`src/rtl/alpha2x_initial_if.sv`:
```
// Stream bundle for alpha2x_initial: J-lane binary64 score beats in,
// per-lane winning candidate index out.
interface alpha2x_initial_if #(
   parameter int J      = 14,
   parameter int AWIDTH = 2
);
   logic [J*64-1:0]     alpha_u_col;
   logic                alpha_u_col_tvalid;
   logic                alpha_u_col_tlast;
   logic [J*AWIDTH-1:0] x_initial;
   logic                x_initial_tvalid;

   modport master (
      output alpha_u_col,
      output alpha_u_col_tvalid,
      output alpha_u_col_tlast,
      input  x_initial,
      input  x_initial_tvalid
   );

   modport slave (
      input  alpha_u_col,
      input  alpha_u_col_tvalid,
      input  alpha_u_col_tlast,
      output x_initial,
      output x_initial_tvalid
   );
endinterface

```
`src/rtl/alpha2x_initial.sv`:
```
// Per-lane argmax over the first A beats of each frame of binary64 scores;
// the winning beat index per lane is registered when the tlast beat arrives.
module alpha2x_initial #(
   parameter int J = 14,
   parameter int I = 7,
   parameter int A = 2
) (
   input  logic              clk,
   input  logic              rst_n,
   alpha2x_initial_if.slave  bus
);
   localparam int AWIDTH = $clog2(A) + 1;

   if (I < 1 || I > J || A < 2) begin : g_param_check
      $error("alpha2x_initial: require 1 <= I <= J and A >= 2");
   end

   // Maps binary64 bit patterns onto an unsigned key that follows the IEEE total order.
   function automatic logic [63:0] total_key(input logic [63:0] bits);
      return bits[63] ? ~bits : {1'b1, bits[62:0]};
   endfunction

   logic [AWIDTH-1:0]   beat_idx;
   logic [63:0]         best_val [J];
   logic [AWIDTH-1:0]   best_idx [J];
   logic [J-1:0]        take;
   logic [J*AWIDTH-1:0] result;

   always_comb begin
      take   = '0;
      result = '0;
      for (int j = 0; j < J; j++) begin
         if (beat_idx == '0) begin
            take[j] = 1'b1;
         end else if (beat_idx < AWIDTH'(A)) begin
            take[j] = total_key(bus.alpha_u_col[64*j +: 64]) > total_key(best_val[j]);
         end
         result[AWIDTH*j +: AWIDTH] = take[j] ? beat_idx : best_idx[j];
      end
   end

   always_ff @(posedge clk or negedge rst_n) begin
      if (!rst_n) begin
         beat_idx             <= '0;
         bus.x_initial        <= '0;
         bus.x_initial_tvalid <= 1'b0;
         for (int j = 0; j < J; j++) begin
            best_val[j] <= '0;
            best_idx[j] <= '0;
         end
      end else begin
         bus.x_initial_tvalid <= bus.alpha_u_col_tvalid & bus.alpha_u_col_tlast;
         if (bus.alpha_u_col_tvalid) begin
            for (int j = 0; j < J; j++) begin
               if (take[j]) begin
                  best_val[j] <= bus.alpha_u_col[64*j +: 64];
                  best_idx[j] <= beat_idx;
               end
            end
            // The tlast result folds in this beat's own comparison via result.
            if (bus.alpha_u_col_tlast) begin
               beat_idx      <= '0;
               bus.x_initial <= result;
            end else if (beat_idx < AWIDTH'(A)) begin
               beat_idx <= beat_idx + AWIDTH'(1);
            end
         end
      end
   end
endmodule

```
`src/flat_wrapper.sv`:
```
// flat-port wrapper written by rule: the top's interface ports become plain ports
module alpha2x_initial_flat 
#(
   parameter int J = 14,
   parameter int I = 7,
   parameter int A = 2
)
  (clk, rst_n, bus_alpha_u_col, bus_alpha_u_col_tvalid, bus_alpha_u_col_tlast, bus_x_initial, bus_x_initial_tvalid);
  alpha2x_initial_if #(.J(J), .AWIDTH(($clog2(A) + 1))) bus_i ();
  input  logic clk;
  input  logic rst_n;
  input wire logic [$bits(bus_i.alpha_u_col)-1:0] bus_alpha_u_col;
  input wire logic [$bits(bus_i.alpha_u_col_tvalid)-1:0] bus_alpha_u_col_tvalid;
  input wire logic [$bits(bus_i.alpha_u_col_tlast)-1:0] bus_alpha_u_col_tlast;
  output wire logic [$bits(bus_i.x_initial)-1:0] bus_x_initial;
  output wire logic [$bits(bus_i.x_initial_tvalid)-1:0] bus_x_initial_tvalid;
  assign bus_i.alpha_u_col = bus_alpha_u_col;
  assign bus_i.alpha_u_col_tvalid = bus_alpha_u_col_tvalid;
  assign bus_i.alpha_u_col_tlast = bus_alpha_u_col_tlast;
  assign bus_x_initial = bus_i.x_initial;
  assign bus_x_initial_tvalid = bus_i.x_initial_tvalid;
  alpha2x_initial #(.J(J), .I(I), .A(A)) u_core (.clk(clk), .rst_n(rst_n), .bus(bus_i));
endmodule
```
`config.mk`:
```
export PLATFORM = sky130hd
export DESIGN_NAME = alpha2x_initial_flat
export DESIGN_NICKNAME = d
export VERILOG_FILES = /design/src/rtl/alpha2x_initial_if.sv /design/src/rtl/alpha2x_initial.sv /design/src/flat_wrapper.sv
export SDC_FILE = /design/constraint.sdc
export NUM_CORES = 2
export LEC_CHECK = 0
export ABC_AREA = 1
export CORE_MARGIN = 5
export CORE_UTILIZATION = 60
export CTS_BUF_LIST = sky130_fd_sc_hd__clkbuf_4 sky130_fd_sc_hd__clkbuf_8 sky130_fd_sc_hd__clkbuf_16
export CTS_CLUSTER_SIZE = 25
export DETAILED_ROUTE_END_ITERATION = 10
export HOLD_SLACK_MARGIN = 0.05
export PLACE_DENSITY = 0.85
export SETUP_SLACK_MARGIN = 0.2
export SYNTH_ARGS = -nofsm -noshare
export SYNTH_HDL_FRONTEND = slang
export SYNTH_SLANG_ARGS = --single-unit
```
`constraint.sdc`:
```
create_clock -name clk -period 4.95 [get_ports clk]
set_clock_uncertainty 0.15 [all_clocks]
set_input_delay 0.495 -clock clk [delete_from_list [all_inputs] [get_ports clk]]
set_output_delay 0.495 -clock clk [all_outputs]
set_load 0.05 [all_outputs]
```
# Word-level counts from Yosys, hierarchy flattened
# Cells that the tools add are included.
# word_totals
regBits	955
latch_bits	0
ramBits	0
rom_bits	0
in_bits	900
output_inout_bits	29
wordCells	166
n_memories	0
# op_classes
add_sub_neg	1
multipliers	0
div_mod_pow	0
n_lt_le_gt_ge	15
eq_ne	0
shift	0
n_mux	72
n_bitwise	29
n_reduce_logical	18
# ops
operator	n
2-to-1 mux 64 bit	28
NOT 64 bit	28
> comparator 64 bit	14
2-to-1 mux 2 bit	16
AND reduction 2 bit	16
2-to-1 mux 1 bit	28
adder 2 x 1 -> 2 bit, second input constant	1
zero test 2 bit	1
< comparator 2 bit, second input constant	1
nonzero test 2 bit	1
AND 1 bit	1

# Logic depth before layout (Yosys ltp)
# depth
ltp_word	6
depth_mapped	24
ltp_nobuf	20

# Worst setup path before layout
# OpenSTA, ideal clock, no wires.
# synth_path
path_type	input to register
startpoint	input bus_alpha_u_col[383]
endpoint	register u_core.best_val[515] (netlist bit)
setup_time_ns	0.116
arrival_ns	2.838
required_time_ns	4.684
setup_slack_ns	1.846
cell_stages	18
n_path_buf	4
cell_sequence	clkbuf_1 > buf_1 > xor2_1 > ha_1 > nand2_1 > inv_1 > o21ai_0 > a21oi_1 > nor2_1 > nand2_1 > a21oi_1 > nand2_1 > nand2_1 > nand2_1 > buf_4 > buf_4 > nand3_1 > nand2_1
# synth_via
elab_chain_len	6
# synth_rtl
element	line	source
start, declared	flat_wrapper.sv:12	input wire logic [$bits(bus_i.alpha_u_col)-1:0] bus_alpha_u_col;
NOT 64 bit	alpha2x_initial.sv:20	return bits[63] ? ~bits : {1'b1, bits[62:0]};
2-to-1 mux 64 bit *	alpha2x_initial.sv:20	
> comparator 64 bit *	alpha2x_initial.sv:36	take[j] = total_key(bus.alpha_u_col[64*j +: 64]) > total_key(best_val[j]);
2-to-1 mux 1 bit *	alpha2x_initial.sv:35	end else if (beat_idx < AWIDTH'(A)) begin
2-to-1 mux 1 bit *	alpha2x_initial.sv:33	if (beat_idx == '0) begin
AND reduction 2 bit (no source line) *	--	
end signal, assigned by index	alpha2x_initial.sv:56	best_val[j] <= bus.alpha_u_col[64*j +: 64];
end, declared	alpha2x_initial.sv:24	logic [63:0] best_val [J];
# Mark *: on every way between the ends. The rest lies on a longest branch, timed or not.
# A chain may end at the register's enable or synchronous reset.

# Final worst setup path
# layout_path
startpoint	register u_core.best_val[639] (netlist bit)
endpoint	register u_core.best_val[639] (netlist bit)
# layout_via
elab_chain_len	6
# layout_rtl
element	line
NOT 64 bit	alpha2x_initial.sv:20
2-to-1 mux 64 bit *	alpha2x_initial.sv:20
> comparator 64 bit *	alpha2x_initial.sv:36
2-to-1 mux 1 bit *	alpha2x_initial.sv:35
2-to-1 mux 1 bit *	alpha2x_initial.sv:33
AND reduction 2 bit (no source line) *	--
# Marks and branches as above.

==> metrics.md <==
| Metric | Value |
|---|---|
| Slew headroom | 24.7% |
| Post-synth cell types | 29 |
| Core Area | ~120000 µm² |
| Mean Syn Cell Area | about 8 µm² |
| Cell count after synthesis | 9210 |
| Compound-Gate Fraction of Synth Area | between 4 and 5% |
| Setup crit end kind | register |
| I/O Buffers | 928 |
| Final hold vios | 0 |
| Placed Instance Area | roughly 85000 µm² |
| Area growth from synthesis to layout | 18.8% |
| Fin Setup TNS | 0 ns |
| CP Launch Type | register |
| Seq cells post-synth | 955 |
| WL/cell | 19.6 µm |
| Min cycle time layout | approximately 4 ns |
| CTS max path bufs | 3 |
| Total power | approximately 59000 µW |
| Routability Congestion | approximately 0.95 |
| Die Wd | between 300 and 400 µm |
| Max-Cap Viols | 0 |
| Achievable Freq | 250 MHz |
| Clock Sinks | about 960 |
| Post-DP HPWL | ~160 mm |
| Routed via count | 66.8k |
| Final setup viols | 0 |
| Adder-cell share of the synthesized area | around 15% |
| Vias per Instance | approximately 5.7 |
| Register area share after synthesis | about a third |
| YS warnings | 0 |
| Worst slew pin tran | roughly 1.1 ns |
| Vias in the first global route | roughly 67k |
| Root Driver | clkbuf_16 |
| Syn nets | ~11k |
| Period utilization | around four fifths |
| Post-Synth XOR/XNOR Area | approximately a fifth |
| Max FO, Critical Path | 30 |
| Crit Path Category | register to register |
| CP max stage delay | 0.74 ns |
| Most frequent CP cell | nand2_1 |
| Ports | ~930 |
| Clk pin slew, worst setup/hold paths | ~0.06 ns |
| RSZ-0062 raised after global routing | no |
| Setup Buffers After CTS | 0 |
| Data arrival time of the critical path | 4.43 ns |
| Largest net degree at the start of global routing | around 200 |
| Total Wirelength | between 200 and 250 mm |
| Top delay family on crit path | simple AND/OR/NAND/NOR gates |
| Post-Syn Area | about 75000 µm² |
| DR pass1 iterations | 6 |
| Leakage power | ~0.044 µW |
| Worst-path cell chain | buf_4, xnor2_1, ha_1, nand2_1, nor2_1, nand4_1, nor2_1, nand2_1, clkinv_1, a31oi_1, nand2_1, nand2_2, nand2_2, buf_4, o21ai_0 |
| Antenna violations before repair | about 200 |
| TritonCTS clock tree | yes |
| Status | finished clean |
| Simple-gate share of the synthesized area | a little under a quarter |
| Number of core rows | 129 |
| CTS buffer count | 113 |
| Worst-Skew Late Latency | ~0.75 ns |
| First-pass GRT wire length | ~360 mm |
| Crit path buf inv count | 3 |
| Remaining routing DRC violations | 0 |
| Maximum vdd drop | about 0.51 mV |
| # placed instances | about 11k |
| Slew Viols, Final | 0 |
| PD cells | between 600 and 700 nW/µm² |
| NumNets Final | 11.7k |
| H-tree depth | 3 |
| Die footprint | around 130000 µm² |
| Hold/Removal Path Class | input port to register |
| Layout cells sized above 1 | approximately 4% |
| Fin cells | between 10k and 15k |
| Routed Antenna Nets | 0 |
| CP max-delay cell | dfrtp_4 |
| Fin area | ~89000 µm² |
| Starting density of the core | approximately 61% |
| Grt total ovfl | 0 |
| Initial DRC count | 5904 |
| Largest family of logic cells by synthesized area | simple AND/OR/NAND/NOR gates |
| Die Y | 364 µm |
| Post-synthesis mux area share | 0% |
| GRT Overall Usage | ~33% |
| CTS resizes | 0 |
| Worst Path Required | 5.39 ns |
-- logic make-up (layout without fill, tap and decap cells) --
group | after synthesis | count (layout)
other | 0 | 165
AND/OR/NAND/NOR | 4182 | 4182
AO/OA/AOI/OAI | 625 | 625
adder cells (fa/ha/maj) | 897 | 897
XOR/XNOR | 1764 | 1764
flip-flops | 955 | 955
buffers and inverters | 787 | 1531
-- stage by stage --
stage          hold WS [ns]  util, %  worst slack [ns]
4_1_cts              0.0835     71.6              1.01
5_1_grt               0.154     71.8             0.690
3_5_place_dp          0.309     68.4             0.987
6_report              0.139     71.9             0.957
3_3_place_gp          0.305     68.4              1.10
2_1_floorplan        0.0494        -              1.85
-- layout make-up --
class	instances	area, µm²
well taps	1637	2050
diodes	165	413
inverters	280	1050
clock buffers	173	3480
fillers	8915	34900
repair buffers	1041	10600
multi-input cells	7468	47300
flip-flops and latches	955	23900
clock inverters	37	405
-- final timing paths --
path                                      start                    to  slack [ns]  depth (start not counted)
max                        u_core.best_val[639]  u_core.best_val[639]        0.96                         15
min                        bus_alpha_u_col[511]  u_core.best_val[447]        0.14                          3
max reg2reg                u_core.best_val[639]  u_core.best_val[639]        0.96                         15
min reg2reg                 u_core.best_idx[11]   u_core.best_idx[11]        0.33                          2
max in group asynchronous                 rst_n  u_core.best_val[191]        2.98                          3
min in group asynchronous                 rst_n  u_core.best_val[563]        0.26                          2
-- power breakdown --
| part | switching (µW) | internal (µW) |
|---|---|---|
| clock network | 3600 | 5140 |
| logic | 20400 | 15100 |
| registers | 3530 | 11600 |
| total | 27500 | 31900 |
-- cell usage after synthesis --
cell | number | share of area (%)
nand2_1 | 2794 | 14
nand3_1 | 982 | 6.5
dfrtp_1 | 955 | 32
ha_1 | 897 | 15
xnor2_1 | 882 | 10
xor2_1 | 882 | 10
a21oi_1 | 424 | 2.8
nor2_1 | 281 | 1.4
inv_1 | 267 | 1.3
buf_2 | 227 | 1.5
o21ai_0 | 113 | 0.75
buf_4 | 90 | 0.90
nand4_1 | 84 | 0.70
buf_1 | 81 | 0.40
clkbuf_1 | 58 | 0.29
buf_6 | 50 | 0.75
o21a_1 | 43 | 0.43
nand2_2 | 34 | 0.28
a21o_1 | 18 | 0.18
o21bai_1 | 14 | 0.14
a31oi_1 | 13 | 0.11
clkinv_1 | 13 | 0.065
nor3_2 | 2 | 0.027
and2_1 | 1 | 0.0083
buf_8 | 1 | 0.020
nand2_4 | 1 | 0.015
nor2_2 | 1 | 0.0083
nor3_1 | 1 | 0.0067
nor4_1 | 1 | 0.0083
-- timing repair --
| action | CTS | global route |
|---|---|---|
| setup endpoints to repair | 0 | 0 |
| hold endpoints to repair | 84 | 0 |
| hold buffers | 2 | 0 |
-- sequential cells by signal, indices dropped and copies added (netlist names) --
name and cells:
u_core.best_val 896, u_core.beat_idx 2, u_core.bus.x_initial_tvalid 1, u_core.best_idx 28, u_core.bus.x_initial 28
-- worst register-to-register path, cell delays in order (launching register included) --
cell	delay, ns
dfrtp_4	0.74
buf_4	0.49
xnor2_1	0.16
ha_1	0.30
nand2_1	0.06
nor2_1	0.11
nand4_1	0.14
nor2_1	0.35
nand2_1	0.10
clkinv_1	0.07
a31oi_1	0.07
nand2_1	0.15
nand2_2	0.28
nand2_2	0.17
buf_4	0.37
o21ai_0	0.16
-- layout by cell type, fill, tap and decap left out, types with 28 or more instances in the layout --
cell             Yosys  layout
inv_1              267     264
nand4_1             84      84
clkbuf_4             0      28
a21oi_1            424     424
xor2_1             882     882
nand2_2             34      40
ha_1               897     897
dfrtp_1            955     940
buf_4               90      81
nor2_1             281     280
nand3_1            982     982
nand2_1           2794    2788
clkbuf_16            0     113
xnor2_1            882     882
buf_12               0      40
diode_2              0     165
clkbuf_8             0      32
o21a_1              43      43
o21ai_0            113     113
clkdlybuf4s50_1      0     912
-- metal layers --
layer,track usage [%],up-vias,part of all wire [%],wire (µm)
met1,39.0,32000,37,85600
met5,0,-,0.20,455
met3,9.27,811,8.7,20000
met2,52.5,2590,46,106000
li1,-,31300,-,-
met4,24.9,68,8.1,18700
No activity file was read; power rests on OpenSTA's default activity.
